<file path="src/rtl/clk_div_monitor.sv">
`default_nettype none
// ============================================================================
// Module   : clk_div_monitor
// Purpose  : Measures period and high time of a divided clock in the source
//            domain, tracks lock to the expected ratio, flags deviations.
// Revision : 1.0  initial release
// ============================================================================
module clk_div_monitor #(
    parameter int EXP_DIV     = 4,
    parameter int CNT_W       = 8,
    parameter int LOCK_CNT    = 4,
    parameter int SYNC_STAGES = 2
) (
    input  logic             clk,
    input  logic             rst,
    input  logic             div_in,
    output logic [CNT_W-1:0] period,
    output logic [CNT_W-1:0] high_time,
    output logic             period_vld,
    output logic             locked,
    output logic             err,
    output logic [7:0]       err_cnt
);

    localparam int               c_MATCH_W  = $clog2(LOCK_CNT + 1);
    localparam logic [CNT_W-1:0] c_CNT_MAX  = {CNT_W{1'b1}};
    localparam logic [CNT_W-1:0] c_EXP      = CNT_W'(EXP_DIV);
    localparam logic [CNT_W-1:0] c_HALF_LO  = CNT_W'(EXP_DIV / 2);
    localparam logic [CNT_W-1:0] c_HALF_HI  = CNT_W'((EXP_DIV + 1) / 2);
    localparam logic [c_MATCH_W-1:0] c_LOCK    = c_MATCH_W'(LOCK_CNT);
    localparam logic [c_MATCH_W-1:0] c_LOCK_M1 = c_MATCH_W'(LOCK_CNT - 1);

    localparam logic [1:0] c_IDLE    = 2'd0;
    localparam logic [1:0] c_MEASURE = 2'd1;
    localparam logic [1:0] c_LOCKED  = 2'd2;

    logic [SYNC_STAGES-1:0] r_sync;
    logic                   r_sync_q;
    logic [1:0]             r_state;
    logic [CNT_W-1:0]       r_cnt;
    logic [CNT_W-1:0]       r_high_len;
    logic                   r_fall_seen;
    logic [c_MATCH_W-1:0]   r_match_cnt;
    logic [CNT_W-1:0]       r_period;
    logic [CNT_W-1:0]       r_high_time;
    logic                   r_period_vld;
    logic                   r_locked;
    logic                   r_err;
    logic [7:0]             r_err_cnt;

    logic                   w_rise;
    logic                   w_fall;
    logic [CNT_W-1:0]       w_high;
    logic                   w_match;
    logic                   w_lock_hit;

    assign w_rise     = r_sync[SYNC_STAGES-1] & ~r_sync_q;
    assign w_fall     = ~r_sync[SYNC_STAGES-1] & r_sync_q;
    // A period with no fall seen reports its full length as high time.
    assign w_high     = r_fall_seen ? r_high_len : r_cnt;
    assign w_match    = (r_cnt == c_EXP) && ((w_high == c_HALF_LO) || (w_high == c_HALF_HI));
    assign w_lock_hit = (r_match_cnt == c_LOCK_M1) || (r_match_cnt == c_LOCK);

    always_ff @(posedge clk or negedge rst) begin
        if (!rst) begin
            r_sync      <= '0;
            r_sync_q    <= 1'b0;
            r_cnt       <= '0;
            r_high_len  <= '0;
            r_fall_seen <= 1'b0;
        end else begin
            r_sync   <= {r_sync[SYNC_STAGES-2:0], div_in};
            r_sync_q <= r_sync[SYNC_STAGES-1];
            // The rise cycle is the first cycle of the new period.
            if (w_rise) begin
                r_cnt <= CNT_W'(1);
            end else if (r_cnt != c_CNT_MAX) begin
                r_cnt <= r_cnt + CNT_W'(1);
            end
            if (w_rise) begin
                r_fall_seen <= 1'b0;
            end else if (w_fall && (r_state != c_IDLE) && !r_fall_seen) begin
                r_fall_seen <= 1'b1;
                r_high_len  <= r_cnt;
            end
        end
    end

    always_ff @(posedge clk or negedge rst) begin
        if (!rst) begin
            r_state      <= c_IDLE;
            r_match_cnt  <= '0;
            r_period     <= '0;
            r_high_time  <= '0;
            r_period_vld <= 1'b0;
            r_locked     <= 1'b0;
            r_err        <= 1'b0;
            r_err_cnt    <= '0;
        end else begin
            r_period_vld <= 1'b0;
            r_err        <= 1'b0;
            case (r_state)
                c_IDLE: begin
                    if (w_rise) begin
                        r_state <= c_MEASURE;
                    end
                end
                c_MEASURE, c_LOCKED: begin
                    if (w_rise) begin
                        r_period     <= r_cnt;
                        r_high_time  <= w_high;
                        r_period_vld <= 1'b1;
                        if (w_match) begin
                            if (r_match_cnt != c_LOCK) begin
                                r_match_cnt <= r_match_cnt + 1'b1;
                            end
                            if (w_lock_hit) begin
                                r_locked <= 1'b1;
                                r_state  <= c_LOCKED;
                            end
                        end else begin
                            r_err       <= 1'b1;
                            r_match_cnt <= '0;
                            r_locked    <= 1'b0;
                            r_state     <= c_MEASURE;
                            if (r_err_cnt != 8'hFF) begin
                                r_err_cnt <= r_err_cnt + 8'd1;
                            end
                        end
                    end else if (r_cnt == c_CNT_MAX) begin
                        // Stuck input: report once, then wait for activity in IDLE.
                        r_err       <= 1'b1;
                        r_match_cnt <= '0;
                        r_locked    <= 1'b0;
                        r_state     <= c_IDLE;
                        if (r_err_cnt != 8'hFF) begin
                            r_err_cnt <= r_err_cnt + 8'd1;
                        end
                    end
                end
                default: begin
                    r_state <= c_IDLE;
                end
            endcase
        end
    end

    assign period     = r_period;
    assign high_time  = r_high_time;
    assign period_vld = r_period_vld;
    assign locked     = r_locked;
    assign err        = r_err;
    assign err_cnt    = r_err_cnt;

endmodule
`default_nettype wire

</file>
<file path="config.mk">
export PLATFORM = sky130hd
export DESIGN_NAME = clk_div_monitor
export DESIGN_NICKNAME = d
export VERILOG_FILES = /design/src/rtl/clk_div_monitor.sv
export SDC_FILE = /design/constraint.sdc
export NUM_CORES = 1
export LEC_CHECK = 0
export BUFFER_PORTS_ARGS = -buffer_cell sky130_fd_sc_hd__buf_2
export CORE_ASPECT_RATIO = 2
export CORE_MARGIN = 2
export CORE_UTILIZATION = 40
export CTS_CLUSTER_SIZE = 28
export DETAILED_ROUTE_END_ITERATION = 7
export SLEW_MARGIN = 15
export SYNTH_ARGS = -nofsm -noshare
export SYNTH_HDL_FRONTEND = slang
export SYNTH_SLANG_ARGS = --single-unit
</file>
<file path="constraint.sdc">
create_clock -name clk -period 4.57 [get_ports clk]
set_input_delay 0.2285 -clock clk [delete_from_list [all_inputs] [get_ports clk]]
set_output_delay 0.2285 -clock clk [all_outputs]
set_load 0.005 [all_outputs]
</file>
Yosys cells after proc, flatten, opt, wreduce, memory -nomap -nowiden
Cells that the tools add are included.
{ "classes": {"n_addsub": 3, "n_eq_ne": 16, "muxes": 29, "bitwise": 5, "reduce_logical": 17} }
{ "ops": {"columns": ["cell", "n"], "rows": [
  ["$mux 8", 7],
  ["$add 8x1->8 const B", 2],
  ["$ne 8x8->1 const B", 2],
  ["$mux 1", 12],
  ["$mux 3", 4],
  ["$reduce_and 3->1", 4],
  ["$mux 2", 5],
  ["$eq 8x2->1 const B", 1],
  ["$eq 8x3->1 const B", 1],
  ["$eq 8x8->1 const B", 1],
  ["$reduce_bool 2->1", 4],
  ["$ne 3x2->1 const B", 2],
  ["$ne 3x3->1 const B", 2],
  ["$ne 2x2->1 const B", 2],
  ["$ne 4x4->1 const B", 1],
  ["$pmux 2 s2", 1],
  ["$reduce_and 2->1", 2],
  ["$add 3x1->3 const B", 1],
  ["$eq 3x2->1 const B", 1],
  ["$eq 3x3->1 const B", 1],
  ["$logic_and 1x1->1", 3],
  ["$not 1->1", 3],
  ["$and 1x1->1", 2],
  ["$eq 2x1->1 const B", 1],
  ["5 further kinds", 5]
]} }
{ "word_totals": {"register_bits": 52, "input_bits": 3, "out_inout_bits": 27, "elab_cells": 83} }

Logic depth before layout (Yosys ltp)
{ "depth": {"ltp_word": 6, "mapped_depth": 9} }

Least setup slack after synthesis
OpenSTA, ideal clock, no wires.
{ "synth_timing": {"path_kind": "flip-flop to flip-flop", "start": "reg r_cnt[0]", "end": "reg r_err_cnt[1], in the netlist err_cnt[1]", "arrival_time_ns": 1.728, "required_ns": 4.445, "path_slack_ns": 2.717, "path_stages_with_launch": 8, "path_buffers": 1, "synth_period_minus_slack_ns": 1.853, "path_cell_list": "dfrtp_1 -> ha_1 -> and2_0 -> a41o_1 -> buf_6 -> o21ai_4 -> nor2_2 -> mux2_4"} }
{ "synth_via": {"elab_chain_cells": 5} }
{ "synth_lines": {"columns": ["item", "line", "rtl"], "rows": [
  ["start: declaration", "40", "logic [CNT_W-1:0] r_cnt;"],
  ["start signal: assignment", "78", "r_cnt <= r_cnt + CNT_W'(1);"],
  ["$mux 8", "60", "assign w_high = r_fall_seen ? r_high_len : r_cnt;"],
  ["$eq 8x2->1", "61", "assign w_match = (r_cnt == c_EXP) && ((w_high == c_HALF_LO) || (w_high == c_HALF_HI));"],
  ["$logic_and 1x1->1", "61", null],
  ["$ne 2x2->1 (no line)", null, null],
  ["$reduce_and 3->1 (no line) *", null, null],
  ["end signal: assignment", "127", "r_err_cnt <= r_err_cnt + 8'd1;"],
  ["end signal: assignment", "137", "r_err_cnt <= r_err_cnt + 8'd1;"],
  ["end: declaration", "49", "logic [7:0] r_err_cnt;"]
]} }
Mark *: on every way between the ends. The rest lies on a longest branch, timed or not.
A chain may end at the register's enable or synchronous reset.

Worst setup path in the final report
{ "layout_timing": {"start": "reg r_fall_seen", "end": "reg r_err_cnt[1], in the netlist err_cnt[1]"} }
{ "layout_via": {"elab_chain_cells": 5} }
{ "layout_lines": {"columns": ["item", "line", "rtl"], "rows": [
  ["start: declaration", "42", "logic r_fall_seen;"],
  ["start signal: assignment", "70", "r_fall_seen <= 1'b0;"],
  ["start signal: assignment", "81", "r_fall_seen <= 1'b0;"],
  ["start signal: assignment", "83", "r_fall_seen <= 1'b1;"],
  ["$mux 8", "60", null],
  ["$eq 8x2->1", "61", null],
  ["$logic_and 1x1->1", "61", null],
  ["$ne 2x2->1 (no line)", null, null],
  ["$reduce_and 3->1 (no line)", null, null]
]} }
Every way passes these cells.

==> summary.txt <==
STA
  – Achievable Freq: 0.431 GHz
  – Max-slew violations: 0
  – Min Tclk post-route: 2.32 ns
  – Final Cycle Share: 0.508
  – Final worst slack: 2.25 ns
  – RSZ-0062 raised after global routing: false
  – Final-report setup violation count: 0
  – TNS Setup: 0 ns
  – Slew of the pin with the lowest slew margin: 0.753 ns
  – Slew HR: 0.498
  – Fin Clk Skew: 0.00313 ns
  – Hold Fails Final Rpt: 0
  – Post-Route Hold Slack: 0.0427 ns

Synth
  – Synthesized area per cell: 11.3 sq um
  – Flops & latches, synth: 52
  – Post-synthesis async set-or-reset flop share: 1.00
  – Biggest area consumer among synthesized cells: dfrtp_1
  – Post-synthesis xor/xnor area fraction: 0.0351
  – Fraction of the mapped netlist area in adder cells: 0.0351
  – Yosys top cell area share: 0.521
  – EDFF count, synth: 0
  – Synth Area in Compound Gates: 0.0856
  – Gate Count Post-Synth: 222
  – Post-synthesis cell type count: 51
  – Post-synthesis mux area share: 0.0826
  – Syn_nets: 232
  – Netlist Area Pre-Place: 2500 sq um
  – Main combinational cell family by area after synthesis: simple AND/OR/NAND/NOR gates
  – Post-synthesis simple-gate area fraction: 0.204
  – Syn. warnings: 0
  – Sequential area share after synthesis: 0.521
  – Top post-synthesis cells by area: dfrtp_1, nand2_1, mux2_2, mux2i_1, ha_1
  – Commonest register cell after synthesis: dfrtp_1

Final layout
  – Nets: 260
  – Layout cells sized above 1: 0.239
  – Diode count: 0
  – Commonest non-fill, non-tap cell in the layout: dfrtp_1
  – Fill cell count: 583
  – Post-layout util: 0.469
  – Most frequent cells in the layout: dfrtp_1, nand2_1, buf_2, o21ai_0, nor2_1
  – Area growth from synthesis to layout: 12.7%
  – Fin cells: 314

Status
  – Status: finished, final reports clean

CTS
  – Clk pin slew, worst setup/hold paths: 0.06 ns
  – Resized Gates After CTS: 0
  – Worst-Skew Late Latency: 0.29 ns
  – Sink Count: 52
  – CTS Hold Bufs: 0
  – H-tree levels: 2
  – CTS max path bufs: 2
  – CTS root buffer: clkbuf_16
  – Postcts setup bufs: 0
  – CTS Buf Count: 5
  – CTS tree: yes

Routing
  – DRT iter0 DRCs: 82
  – Routed WL per cell: 15.2 um
  – Total length of routed wires: 4770 um
  – First drt pass iteration count: 4
  – Via Count: 1,664
  – Post-route DRC: 0
  – Final antenna-violating net count: 0
  – Drt via density: 5.30

Setup path
  – Setup crit end kind: flop
  – Crit Path Class: reg2reg
  – CP required: 4.75 ns
  – Crit Path Max Fanout: 13
  – Crit-path slowest cell: dfrtp_1
  – Reg2reg setup slack: 2.25 ns
  – Worst setup SP type: flop
  – Max incr delay on CP: 0.83 ns
  – Critical Path AT: 2.50 ns
  – Worst path cell trace: a31oi_2 -> nor4_4 -> nor2_2 -> mux2_4

Place
  – Placed insts: 306
  – Post-DP HPWL: 3430 um
  – I/O Buffers: 29
  – DP Worst Slack: 2.26 ns
  – Final GP Congestion: 0.801

GRT
  – GRT Util Overall: 0.160
  – Vias in the first global route: 1,651
  – Grt total ovfl: 0
  – Pin count of the biggest net entering global routing: 53
  – First-pass GRT wire length: 8250 um
  – Initial antenna violation count: 0

Pwr
  – Internal power: 0.934 mW
  – Pleak: 1.39 nW
  – Pwr/cell area: 482 nW/um^2
  – VDD IR max: 0.307 mV
  – Sw Share: 0.312
  – Seq pwr share: 0.499
  – Switching power of the nets: 0.423 mW
  – Logic pwr share: 0.224
  – Clock share of power: 0.277

Floorplanning
  – FP Rows: 40
  – DIE HEIGHT: 116 um
  – Die width: 59.9 um
  – Boundary pin count: 30
  – Core ar.: 6010 sq um
  – Die area: 6930 sq um
  – Initial core utilization: 0.416

Run
  – Max_cap viols: 0

Worst hold path
  – Min-delay worst type: in2reg
-- synthesized netlist by cell type (all sizes together), types with 2 or more instances --
cell    number
a21o         2
a21oi        8
a31oi        3
and2         2
and3         3
buf          7
clkbuf       2
dfrtp       52
ha           7
inv          8
mux2        10
mux2i        9
nand2       37
nand2b       2
nand3        5
nand4        4
nor2        11
nor2b        2
nor3         4
nor4         4
nor4b        3
o21ai       13
or3          2
xor2         9
-- critical path, delay by kind of cell (launching register included) --
family	cells	cell delay, ns
and+or+nand+nor	2	0.80
DFF	1	0.83
AOI/OAI and AO/OA	1	0.25
muxes	1	0.32
-- power by group through the flow --
stage / Clock, mW / Combinational, mW / Sequential, mW
after floorplan: 0 / 0.247 / 0.637
after global placement: 0 / 0.307 / 0.684
after detailed placement: 0 / 0.310 / 0.687
after CTS: 0.387 / 0.312 / 0.679
after global routing: 0.403 / 0.355 / 0.692
final: 0.376 / 0.305 / 0.677
-- per-stage QoR --
step / total power, mW / cell area, sq um
global route: 1.45 / 2820
floorplan: 0.884 / 2500
detailed placement: 0.997 / 2670
finish: 1.36 / 2820
CTS: 1.38 / 2820
global placement: 0.991 / 2670
-- per-layer routing --
layer,GRT usage,wire (um),vias to the layer above,share of wire
li1,-,-,828,-
met1,0.182,1850,802,0.39
met2,0.278,2690,27,0.56
met3,0.0368,130,7,0.027
met4,0.0667,105,0,0.022
met5,0,0,-,0
-- layout make-up --
class                           instances  area, sq um  share of cell area
Clock buffer                            8          146              0.0520
Inverter                                8         32.5              0.0116
Multi-Input combinational cell        153         1100               0.392
Sequential cell                        52         1300               0.462
Tap cell                               63         78.8              0.0280
Timing Repair Buffer                   30          153              0.0542
-- path summary, 6_finish.rpt --
kind                                            endpoint  cells past startpoint               startpoint
max in group asynchronous       high_time[5]$_DFFE_PN0P_                      2                      rst
min in group asynchronous           r_cnt[3]$_DFFE_PN0P_                      2                      rst
worst min-delay path                 r_sync[0]$_DFF_PN0_                      1                   div_in
worst max-delay path              err_cnt[1]$_DFFE_PN0P_                      4  r_fall_seen$_DFFE_PN0P_
worst max register to register    err_cnt[1]$_DFFE_PN0P_                      4  r_fall_seen$_DFFE_PN0P_
worst min register to register       r_sync[1]$_DFF_PN0_                      0      r_sync[0]$_DFF_PN0_
-- flip-flops by register name (all words and copies together), names as in the netlist --
register,cells
r_cnt,8
r_high_len,8
period_vld,1
r_match_cnt,3
r_sync,2
r_state,2
err_cnt,8
err,1
locked,1
period,8
r_fall_seen,1
r_sync_q,1
high_time,8
-- kinds of logic (layout without fill, tap and decap cells) --
logic type	count (synthesis)	in the layout
compound gates	33	33
xor+xnor	10	10
fa+ha+maj	7	7
buf+inv	17	46
flops	52	52
mux	19	19
simple gates	84	84
Note: power is estimated with default switching activity, not from simulation.
